**config.mk**
```make
export PLATFORM = sky130hd
export DESIGN_NAME = trace_replay_tx
export DESIGN_NICKNAME = d
export VERILOG_FILES = /design/src/rtl/trace_pkg.sv /design/src/rtl/trace_fifo.sv /design/src/rtl/trace_replay_tx.sv
export SDC_FILE = /design/constraint.sdc
export NUM_CORES = 1
export LEC_CHECK = 0
export ABC_AREA = 1
export ABC_CLOCK_PERIOD_IN_PS = 10300
export CAP_MARGIN = 10
export CORE_MARGIN = 2
export CORE_UTILIZATION = 65
export CTS_CLUSTER_DIAMETER = 100
export DETAILED_ROUTE_END_ITERATION = 8
export PLACE_DENSITY_LB_ADDON = 0.25
export SLEW_MARGIN = 10
export SYNTH_ARGS = -nofsm -noshare
export SYNTH_HDL_FRONTEND = slang
export SYNTH_HIERARCHICAL = 1
export SYNTH_SLANG_ARGS = --single-unit
```
**constraint.sdc**
```tcl
create_clock -name clk -period 10.3 [get_ports clk]
set_input_delay 2.06 -clock clk [delete_from_list [all_inputs] [get_ports clk]]
set_output_delay 2.06 -clock clk [all_outputs]
set_load 0.005 [all_outputs]
```
**src/rtl/trace_pkg.sv**
```systemverilog
// rtl/trace_pkg.sv - shared types and default sizing for the trace replay transmitter
package trace_pkg;

  localparam int LENGTH_DEF = 32;
  localparam int DEPTH_DEF  = 8;
  localparam int SEQ_W_DEF  = 8;

  // Buffer index width for the default depth; the pointers carry one extra wrap bit.
  localparam int PTR_W = $clog2(DEPTH_DEF);

  typedef logic [LENGTH_DEF-1:0] trace_t;
  typedef logic [SEQ_W_DEF-1:0]  seq_t;

endpackage

```
**src/rtl/trace_fifo.sv**
```systemverilog
// rtl/trace_fifo.sv - tagged sample buffer with registered head and synchronous flush
module trace_fifo #(
  parameter int WIDTH = 40,
  parameter int DEPTH = 8
) (
  input  logic                     clk,
  input  logic                     rst_l,
  input  logic                     flush,
  input  logic                     push,
  input  logic [WIDTH-1:0]         wr_data,
  input  logic                     pop,
  output logic [WIDTH-1:0]         rd_data,
  output logic                     rd_valid,
  output logic                     full,
  output logic [$clog2(DEPTH):0]   level
);

  localparam int AW = $clog2(DEPTH);
  localparam logic [AW:0] PTR_ONE  = (AW+1)'(1);
  localparam logic [AW:0] LVL_FULL = (AW+1)'(DEPTH);

  logic [AW:0]      wr_ptr_q, wr_ptr_d;
  logic [AW:0]      rd_ptr_q, rd_ptr_d;
  logic [WIDTH-1:0] head_q, head_d;
  logic [WIDTH-1:0] mem_q [DEPTH];

  assign level    = wr_ptr_q - rd_ptr_q;
  assign full     = (level == LVL_FULL);
  assign rd_valid = (wr_ptr_q != rd_ptr_q);
  assign rd_data  = head_q;

  // Pointer advance and next-head selection; the head register is preloaded with the
  // entry that will be at the front next cycle, taking the incoming word when it lands there.
  always_comb begin
    wr_ptr_d = wr_ptr_q;
    rd_ptr_d = rd_ptr_q;
    head_d   = head_q;
    if (flush) begin
      wr_ptr_d = '0;
      rd_ptr_d = '0;
    end else begin
      if (push) wr_ptr_d = wr_ptr_q + PTR_ONE;
      if (pop)  rd_ptr_d = rd_ptr_q + PTR_ONE;
      if (wr_ptr_d != rd_ptr_d) begin
        if (push && (rd_ptr_d == wr_ptr_q)) head_d = wr_data;
        else                                head_d = mem_q[rd_ptr_d[AW-1:0]];
      end
    end
  end

  // Storage array: written on accepted pushes only, never reset.
  always_ff @(posedge clk) begin
    if (push && !flush) mem_q[wr_ptr_q[AW-1:0]] <= wr_data;
  end

  // Pointers and head register; the head holds its last value while empty.
  always_ff @(posedge clk or negedge rst_l) begin
    if (!rst_l) begin
      wr_ptr_q <= '0;
      rd_ptr_q <= '0;
      head_q   <= '0;
    end else begin
      wr_ptr_q <= wr_ptr_d;
      rd_ptr_q <= rd_ptr_d;
      head_q   <= head_d;
    end
  end

endmodule

```
**src/rtl/trace_replay_tx.sv**
```systemverilog
// rtl/trace_replay_tx.sv - buffered, tagged trace sample transmitter with drop flag and error injection
module trace_replay_tx
  import trace_pkg::*;
#(
  parameter int LENGTH = LENGTH_DEF,
  parameter int DEPTH  = DEPTH_DEF,
  parameter int SEQ_W  = SEQ_W_DEF
) (
  input  logic                   clk,
  input  logic                   rst_l,
  input  logic                   in_valid,
  input  logic [LENGTH-1:0]      in_data,
  input  logic                   flush,
  input  logic                   inject_err,
  output logic                   out_valid,
  input  logic                   out_ready,
  output logic [LENGTH-1:0]      out_data,
  output logic [SEQ_W-1:0]       out_seq,
  output logic                   overflow,
  output logic [$clog2(DEPTH):0] level
);

  logic                    push, pop, full, fifo_valid;
  logic [SEQ_W+LENGTH-1:0] head;
  logic [SEQ_W-1:0]        tag_q, tag_d;
  logic                    overflow_q, overflow_d;
  logic                    armed_q, armed_d;

  // A full buffer still accepts a sample when the head leaves in the same cycle.
  assign pop  = fifo_valid && out_ready;
  assign push = in_valid && (!full || pop);

  trace_fifo #(
    .WIDTH (SEQ_W + LENGTH),
    .DEPTH (DEPTH)
  ) u_fifo (
    .clk      (clk),
    .rst_l    (rst_l),
    .flush    (flush),
    .push     (push),
    .wr_data  ({tag_q, in_data}),
    .pop      (pop),
    .rd_data  (head),
    .rd_valid (fifo_valid),
    .full     (full),
    .level    (level)
  );

  assign out_valid = fifo_valid;
  assign out_seq   = head[LENGTH +: SEQ_W];
  assign out_data  = head[LENGTH-1:0] ^ {{(LENGTH-1){1'b0}}, armed_q & fifo_valid};
  assign overflow  = overflow_q;

  // Tag counter, sticky drop flag and one-shot corruption arm; flush overrides everything.
  always_comb begin
    tag_d      = tag_q;
    overflow_d = overflow_q;
    armed_d    = armed_q;
    if (flush) begin
      tag_d      = '0;
      overflow_d = 1'b0;
      armed_d    = 1'b0;
    end else begin
      if (push) tag_d = tag_q + SEQ_W'(1);
      if (in_valid && !push) overflow_d = 1'b1;
      if (armed_q && pop)  armed_d = 1'b0;
      else if (inject_err) armed_d = 1'b1;
    end
  end

  // Control state registers.
  always_ff @(posedge clk or negedge rst_l) begin
    if (!rst_l) begin
      tag_q      <= '0;
      overflow_q <= 1'b0;
      armed_q    <= 1'b0;
    end else begin
      tag_q      <= tag_d;
      overflow_q <= overflow_d;
      armed_q    <= armed_d;
    end
  end

endmodule

```
==> results.py, run 1 <==
metrics = {
    "logic_synthesis": {
        "netlist_instances": 1706,
        "muxShareOfSynthArea_pct": 0,
        "ys_seq_area_share_pct": 64.6,
        "avgSynthCellArea_sq_um": 10.0,
        "syn_area_sq_um": 17100,
        "synth_edf_count": 320,
        "syn_nets": 1751,
        "synth_simple_gate_area_share_pct": 25.5,
        "ys.flop_type": "edfxtp_1",
        "synth_compound_area_share_pct": 0.541,
        "synth_xor_area_share_pct": 0.205,
        "ys_ff_latch": 378,
        "synth_top_family_by_area": "simple AND/OR/NAND/NOR gates",
        "yosys.cell_types.count": 29,
        "synthAdderAreaFrac_pct": 0.555,
        "synth-async-reset-ratio_pct": 15.3,
        "yosysWarnings": 6,
    },
    "die": {
        "fp.dieW_microns": 166,
        "core_area_sq_um": 26000,
        "rows": 59,
        "initial_utilization_pct": 65.9,
        "io_pins": 84,
        "die-height_microns": 166,
        "die_area_sq_um": 27700,
    },
    "critical_path": {
        "critPathArrivalTime_ns": 6.15,
        "startpoint_type": "input port",
        "end_kind": "flop",
        "crit_type": "in -> reg",
        "required_ns": 10.72,
        "path_max_fanout": 102,
    },
    "sta": {
        "slew_violations": 0,
        "grt_setup_unrepaired": "no",
        "fin_crit_ns": 5.74,
        "finalClockSkew_ns": 0.0108,
        "timing_hold_violations_final": 0,
        "hold-worst-slack_ns": 0.475,
        "setup_viol": 0,
        "tightest_slew_ns": 1.18,
        "slew_headroom_pct": 21.0,
        "setup_tns_ns": 0,
        "max_freq_mhz": 174,
        "fin_crit_sh_pct": 55.7,
    },
    "grt": {
        "grt_pass1_wl_microns": 66000,
        "antenna_found_initial": 1,
        "overflow": 0,
        "first_global_vias": 12400,
        "grt_max_degree": 103,
        "grt_use_total_pct": 30.5,
    },
    "route": {
        "postRouteAntennaNets": 0,
        "routed_wl_microns": 42000,
        "remaining_drc_errors": 0,
        "vias": 12600,
        "vias_per_cell": 5.95,
        "drtIter0Drc": 1658,
        "drt_pass1_iterations": 6,
        "wl_per_cell_microns": 19.8,
    },
    "clock_network": {
        "cts_resized": 0,
        "cts_tree": "done",
        "cts_max_level": 2,
        "cts_buffer_depth": 3,
        "clock_latency_ns": 0.53,
        "postCtsSetupBuffers": 0,
        "clock_sinks": 378,
        "hold_buffers": 0,
        "numCtsBuffers": 39,
        "root_buffer": "clkbuf_16",
        "path_clk_slew_ns": 0.06,
    },
    "placed_design": {
        "portBuffers": 83,
        "dp_hpwl_microns": 21200,
        "gp_congestion": 0.837,
    },
    "pwr": {
        "cellPowerDensity_nw_per_um2": 274,
        "ir_worst_vdd_mv": 0.324,
        "p_leak_uw": 0.00828,
    },
    "final_layout": {
        "final_nets": 1797,
        "layout-drive-gt1-share_pct": 6.40,
        "area_delta_synth_final_pct": 13.6,
        "diodes": 0,
    },
    "worst_hold_path": {
        "hp-class": "reg -> reg",
    },
    "run": {
        "drv_cap": 0,
    },
    "run_status": {
        "outcome": "completed",
    },
}
[metal layers]
| metal | GRT usage, % | up-vias | wire, microns |
|---|---|---|---|
| met4 | 12.8 | 2 | 1450 |
| met3 | 5.79 | 141 | 4680 |
| li1 | - | 5735 | - |
| met5 | 0 | - | 13 |
| met1 | 41.3 | 5880 | 16100 |
| met2 | 49.2 | 836 | 19800 |
[sequential cells by signal, indices dropped and copies added, names as in the netlist]
signal / cells
u_fifo/wr_ptr_q: 4
u_fifo/rd_data: 40
u_fifo/mem_q: 320
armed_q: 1
tag_q: 8
overflow: 1
u_fifo/rd_ptr_q: 4
[placed cells by master (no fill, tap or decap), drive strengths merged]
cell           instances
nand3                413
nand2                396
edfxtp               320
inv                  271
clkdlybuf4s50         82
nand3b                80
dfrtp                 58
clkbuf                50
nor2                  36
buf                   23
clkinv                16
o21ai                  9
a21oi                  8
ha                     6
bufinv                 4
xnor2                  2
nand4                  2
xor2                   2
nor3                   1
clkinvlp               1
nor4                   1
fa                     1
[where the power goes]
group          internal (uW)  total [uW]  switching (uW)
logic                    675        2050            1370
registers               1800        1880            78.7
clock network            837        1410             569
[cells by family after synthesis]
family,count (synthesis)
DFF,378
and+or+nand+nor,929
buffers and inverters,371
AOI/OAI and AO/OA,17
xor gates and xnor gates,4
adders and majority gates,7
[cell usage after synthesis, types with 2 or more instances]
master,count,share of area (%)
o21ai_2,2,0.10
xor2_1,2,0.10
nor2_1,29,0.64
nand4_1,2,0.073
o21ai_0,6,0.18
inv_1,266,5.8
nand2_4,2,0.13
buf_2,49,1.4
dfrtp_1,58,8.5
a21oi_1,8,0.23
nand2_2,5,0.18
nand3_1,413,12
xnor2_1,2,0.10
nand2_1,389,8.5
nor2_2,6,0.22
nand3b_1,80,3.5
buf_4,6,0.26
clkbuf_1,30,0.66
inv_2,4,0.088
ha_1,6,0.44
edfxtp_1,320,56
buf_1,14,0.31
[final timing paths]
path / to / from / cells after the start / slack (ns)
setup / recovery: u_fifo/rd_data[10]$_DFFE_PN0P_ / out_ready / 14 / 4.56
hold / removal: u_fifo/rd_data[27]$_DFFE_PN0P_ / u_fifo/rd_data[27]$_DFFE_PN0P_ / 2 / 0.47
setup reg to reg: u_fifo/rd_data[10]$_DFFE_PN0P_ / u_fifo/rd_ptr_q[1]$_DFF_PN0_ / 16 / 5.47
hold reg to reg: u_fifo/rd_data[27]$_DFFE_PN0P_ / u_fifo/rd_data[27]$_DFFE_PN0P_ / 2 / 0.47
max in group asynchronous: u_fifo/rd_data[17]$_DFFE_PN0P_ / rst_l / 2 / 7.93
min in group asynchronous: u_fifo/rd_data[0]$_DFFE_PN0P_ / rst_l / 2 / 1.77
[metrics by stage]
step / instance area [sq um] / instances / utilization [%] / power, uW / setup WS [ns]
final: 19500 / 2117 / 74.9 / 5330 / 4.56
after global routing: 19500 / 2117 / 74.9 / 5620 / 4.28
after CTS: 19500 / 2117 / 74.9 / 5310 / 4.67
after detailed placement: 18200 / 2046 / 70.0 / 3910 / 4.16
after global placement: 18200 / 2046 / 70.0 / 3840 / 4.33
after floorplan: 17100 / 1706 / - / 3240 / 5.33
[area by class of cell]
class	instances	area, sq um
clock buffers	50	1070
clock inverters	21	210
flip-flops and latches	378	11100
well taps	335	419
inverters	271	1020
repair buffers	105	991
multi-input cells	957	4690
fillers	1755	6520
[critical path, cell delays in order]
cell             delay (ns)
clkdlybuf4s50_1        0.47
nand2_2                0.06
inv_1                  0.31
nand2_4                0.59
nand2_4                0.26
buf_4                  0.90
buf_4                  0.69
nand2_1                0.13
nand3_1                0.12
nand3_1                0.13
nand3_1                0.13
nand2_1                0.05
nand2_1                0.06
nand2_1                0.06
(Power assumes the default switching activity.)
==> run 2, diff against run 1 <==
Settings changed: ABC_CLOCK_PERIOD_IN_PS 10300 to 5870, CORE_UTILIZATION 65 to 60.
Clock period 10.3 ns to 5.87 ns, I/O delays scaled along.
==> results.py, run 2 (synthesized netlist as in run 1, its figures left out) <==
metrics = {
    "sta": {
        "setup_viol": 0,
        "max_freq_mhz": 253,
        "fin_crit_ns": 3.95,
        "slew_violations": 0,
        "grt_setup_unrepaired": "no",
        "timing_hold_violations_final": 0,
        "finalClockSkew_ns": 0.0151,
        "slew_headroom_pct": 25.7,
        "tightest_slew_ns": 1.12,
        "setup_slack_ns": 1.92,
        "hold-worst-slack_ns": 0.467,
        "fin_crit_sh_pct": 67.4,
        "setup_tns_ns": 0,
    },
    "run_status": {
        "outcome": "completed",
    },
    "pwr": {
        "p_clk_share_pct": 26.4,
        "ir_worst_vdd_mv": 0.475,
        "switchingPower_uw": 3510,
        "power.internal_uw": 5870,
        "p_leak_uw": 0.00833,
        "p_comb_share_pct": 38.5,
        "seq_power_share_pct": 35.1,
        "p_sw_share_pct": 37.4,
        "cellPowerDensity_nw_per_um2": 478,
    },
    "final_layout": {
        "nFillCells": 2010,
        "layout-drive-gt1-share_pct": 6.59,
        "final_cell_mix": "413 x nand3_1, 387 x nand2_1, 320 x edfxtp_1",
        "seqCellArea_sq_um": 11100,
        "final_nets": 1806,
        "area_delta_synth_final_pct": 14.5,
        "layout_commonest_cell": "nand3_1",
        "diodes": 0,
        "multiInputGateArea_sq_um": 4690,
        "largest_register_ffs": 320,
    },
    "die": {
        "io_pins": 84,
        "die-height_microns": 173,
        "core_area_sq_um": 27900,
        "rows": 61,
        "fp.dieW_microns": 173,
        "initial_utilization_pct": 61.3,
        "die_area_sq_um": 29900,
    },
    "grt": {
        "grt_use_met2_pct": 46.1,
        "grt_use_total_pct": 27.8,
        "grt_use_met3_pct": 4.66,
        "grt_pass1_wl_microns": 65500,
        "grt_max_degree": 162,
        "first_global_vias": 12100,
        "antenna_found_initial": 0,
        "overflow": 0,
        "gr-max-usage-layer": "met2",
        "global_route.usage.met1_pct": 37.8,
    },
    "clock_network": {
        "numCtsBuffers": 39,
        "cts_max_level": 2,
        "cts_resized": 0,
        "path_clk_slew_ns": 0.06,
        "cts_buffer_depth": 3,
        "postCtsSetupBuffers": 0,
        "clock_latency_ns": 0.52,
        "clock_sinks": 378,
        "hold_buffers": 0,
        "cts_tree": "done",
        "root_buffer": "clkbuf_16",
    },
    "critical_path": {
        "crit_type": "reg -> reg",
        "path_max_fanout": 28,
        "startpoint_type": "flop",
        "r2r_cells": 19,
        "critPathArrivalTime_ns": 4.42,
        "end_kind": "flop",
        "required_ns": 6.34,
    },
    "worst_hold_path": {
        "hold_path_depth": 1,
        "hp-class": "reg -> reg",
    },
    "route": {
        "postRouteAntennaNets": 0,
        "routed_wl_microns": 41400,
        "remaining_drc_errors": 0,
        "wl_per_cell_microns": 19.1,
        "vias_per_cell": 5.73,
        "vias": 12400,
        "drtIter0Drc": 1333,
        "drt_pass1_iterations": 6,
    },
    "run": {
        "drv_cap": 0,
    },
    "placed_design": {
        "pre_cts_ws_ns": 1.58,
        "dp_hpwl_microns": 21700,
        "gp_congestion": 0.867,
        "portBuffers": 83,
    },
}
## run 2: cell types whose count changed in the layout (fill, tap and decap cells not counted), sizes merged
cell    before  now
clkinv      16   13
buf         23   32
clkbuf      50   54
inv        271  270
## run 2: area by class of cell
cell class / instances / share of cell area [%]
sequential: 378 / 56.4
multi-input combinational: 957 / 23.9
clock buffer: 54 / 5.68
timing repair buffer: 114 / 5.52
inverter: 271 / 5.18
tap: 378 / 2.41
clock inverter: 17 / 0.912
## run 2: worst paths after layout
check | from | endpoint | slack [ns]
min in group asynchronous | rst_l | u_fifo/rd_data[3]$_DFFE_PN0P_ | 0.85
worst max-delay path | u_fifo/wr_ptr_q[0]$_DFF_PN0_ | u_fifo/rd_data[17]$_DFFE_PN0P_ | 1.92
worst min register to register | armed_q$_DFFE_PN0P_ | armed_q$_DFFE_PN0P_ | 0.47
worst min-delay path | armed_q$_DFFE_PN0P_ | armed_q$_DFFE_PN0P_ | 0.47
worst max register to register | u_fifo/wr_ptr_q[0]$_DFF_PN0_ | u_fifo/rd_data[17]$_DFFE_PN0P_ | 1.92
max in group asynchronous | rst_l | u_fifo/rd_data[10]$_DFFE_PN0P_ | 4.41
## run 2: layer usage
metal,wire length [microns],up-vias,part of all wire [%]
li1,-,5769,-
met1,16100,5894,39
met2,19900,670,48
met3,4310,89,10
met4,1110,0,2.7
met5,0,-,0
## run 2: power groups by stage
| stage | combinational, uW | sequential [uW] | clock (uW) |
|---|---|---|---|
| 2_1_floorplan | 2360 | 3320 | 0 |
| 3_3_place_gp | 3440 | 3340 | 0 |
| 3_5_place_dp | 3530 | 3340 | 0 |
| 4_1_cts | 3560 | 3290 | 2510 |
| 5_1_grt | 3930 | 3310 | 2610 |
| 6_report | 3610 | 3290 | 2480 |
## run 2: worst max-delay path: stages (launching register included)
cell     delay, ns
dfrtp_1       0.42
inv_1         0.17
ha_1          0.18
inv_1         0.06
fa_1          0.37
xor2_1        0.17
nor4_1        0.39
nand2_2       0.12
nand2_4       0.14
inv_2         0.13
nand2_1       0.13
nand2_1       0.08
nand2_1       0.07
nand2_1       0.06
nor2_1        0.10
nand2_1       0.10
o21ai_4       0.43
buf_4         0.52
nand2_1       0.13
nand2_1       0.10
## run 2: stage by stage
stage | total power (uW) | instance area (sq um) | std cells | utilization, %
2_1_floorplan | 5680 | 17100 | 1706 | -
3_3_place_gp | 6780 | 18300 | 2098 | 65.6
3_5_place_dp | 6870 | 18300 | 2098 | 65.6
4_1_cts | 9360 | 19600 | 2169 | 70.2
5_1_grt | 9860 | 19600 | 2169 | 70.2
6_report | 9380 | 19600 | 2169 | 70.2
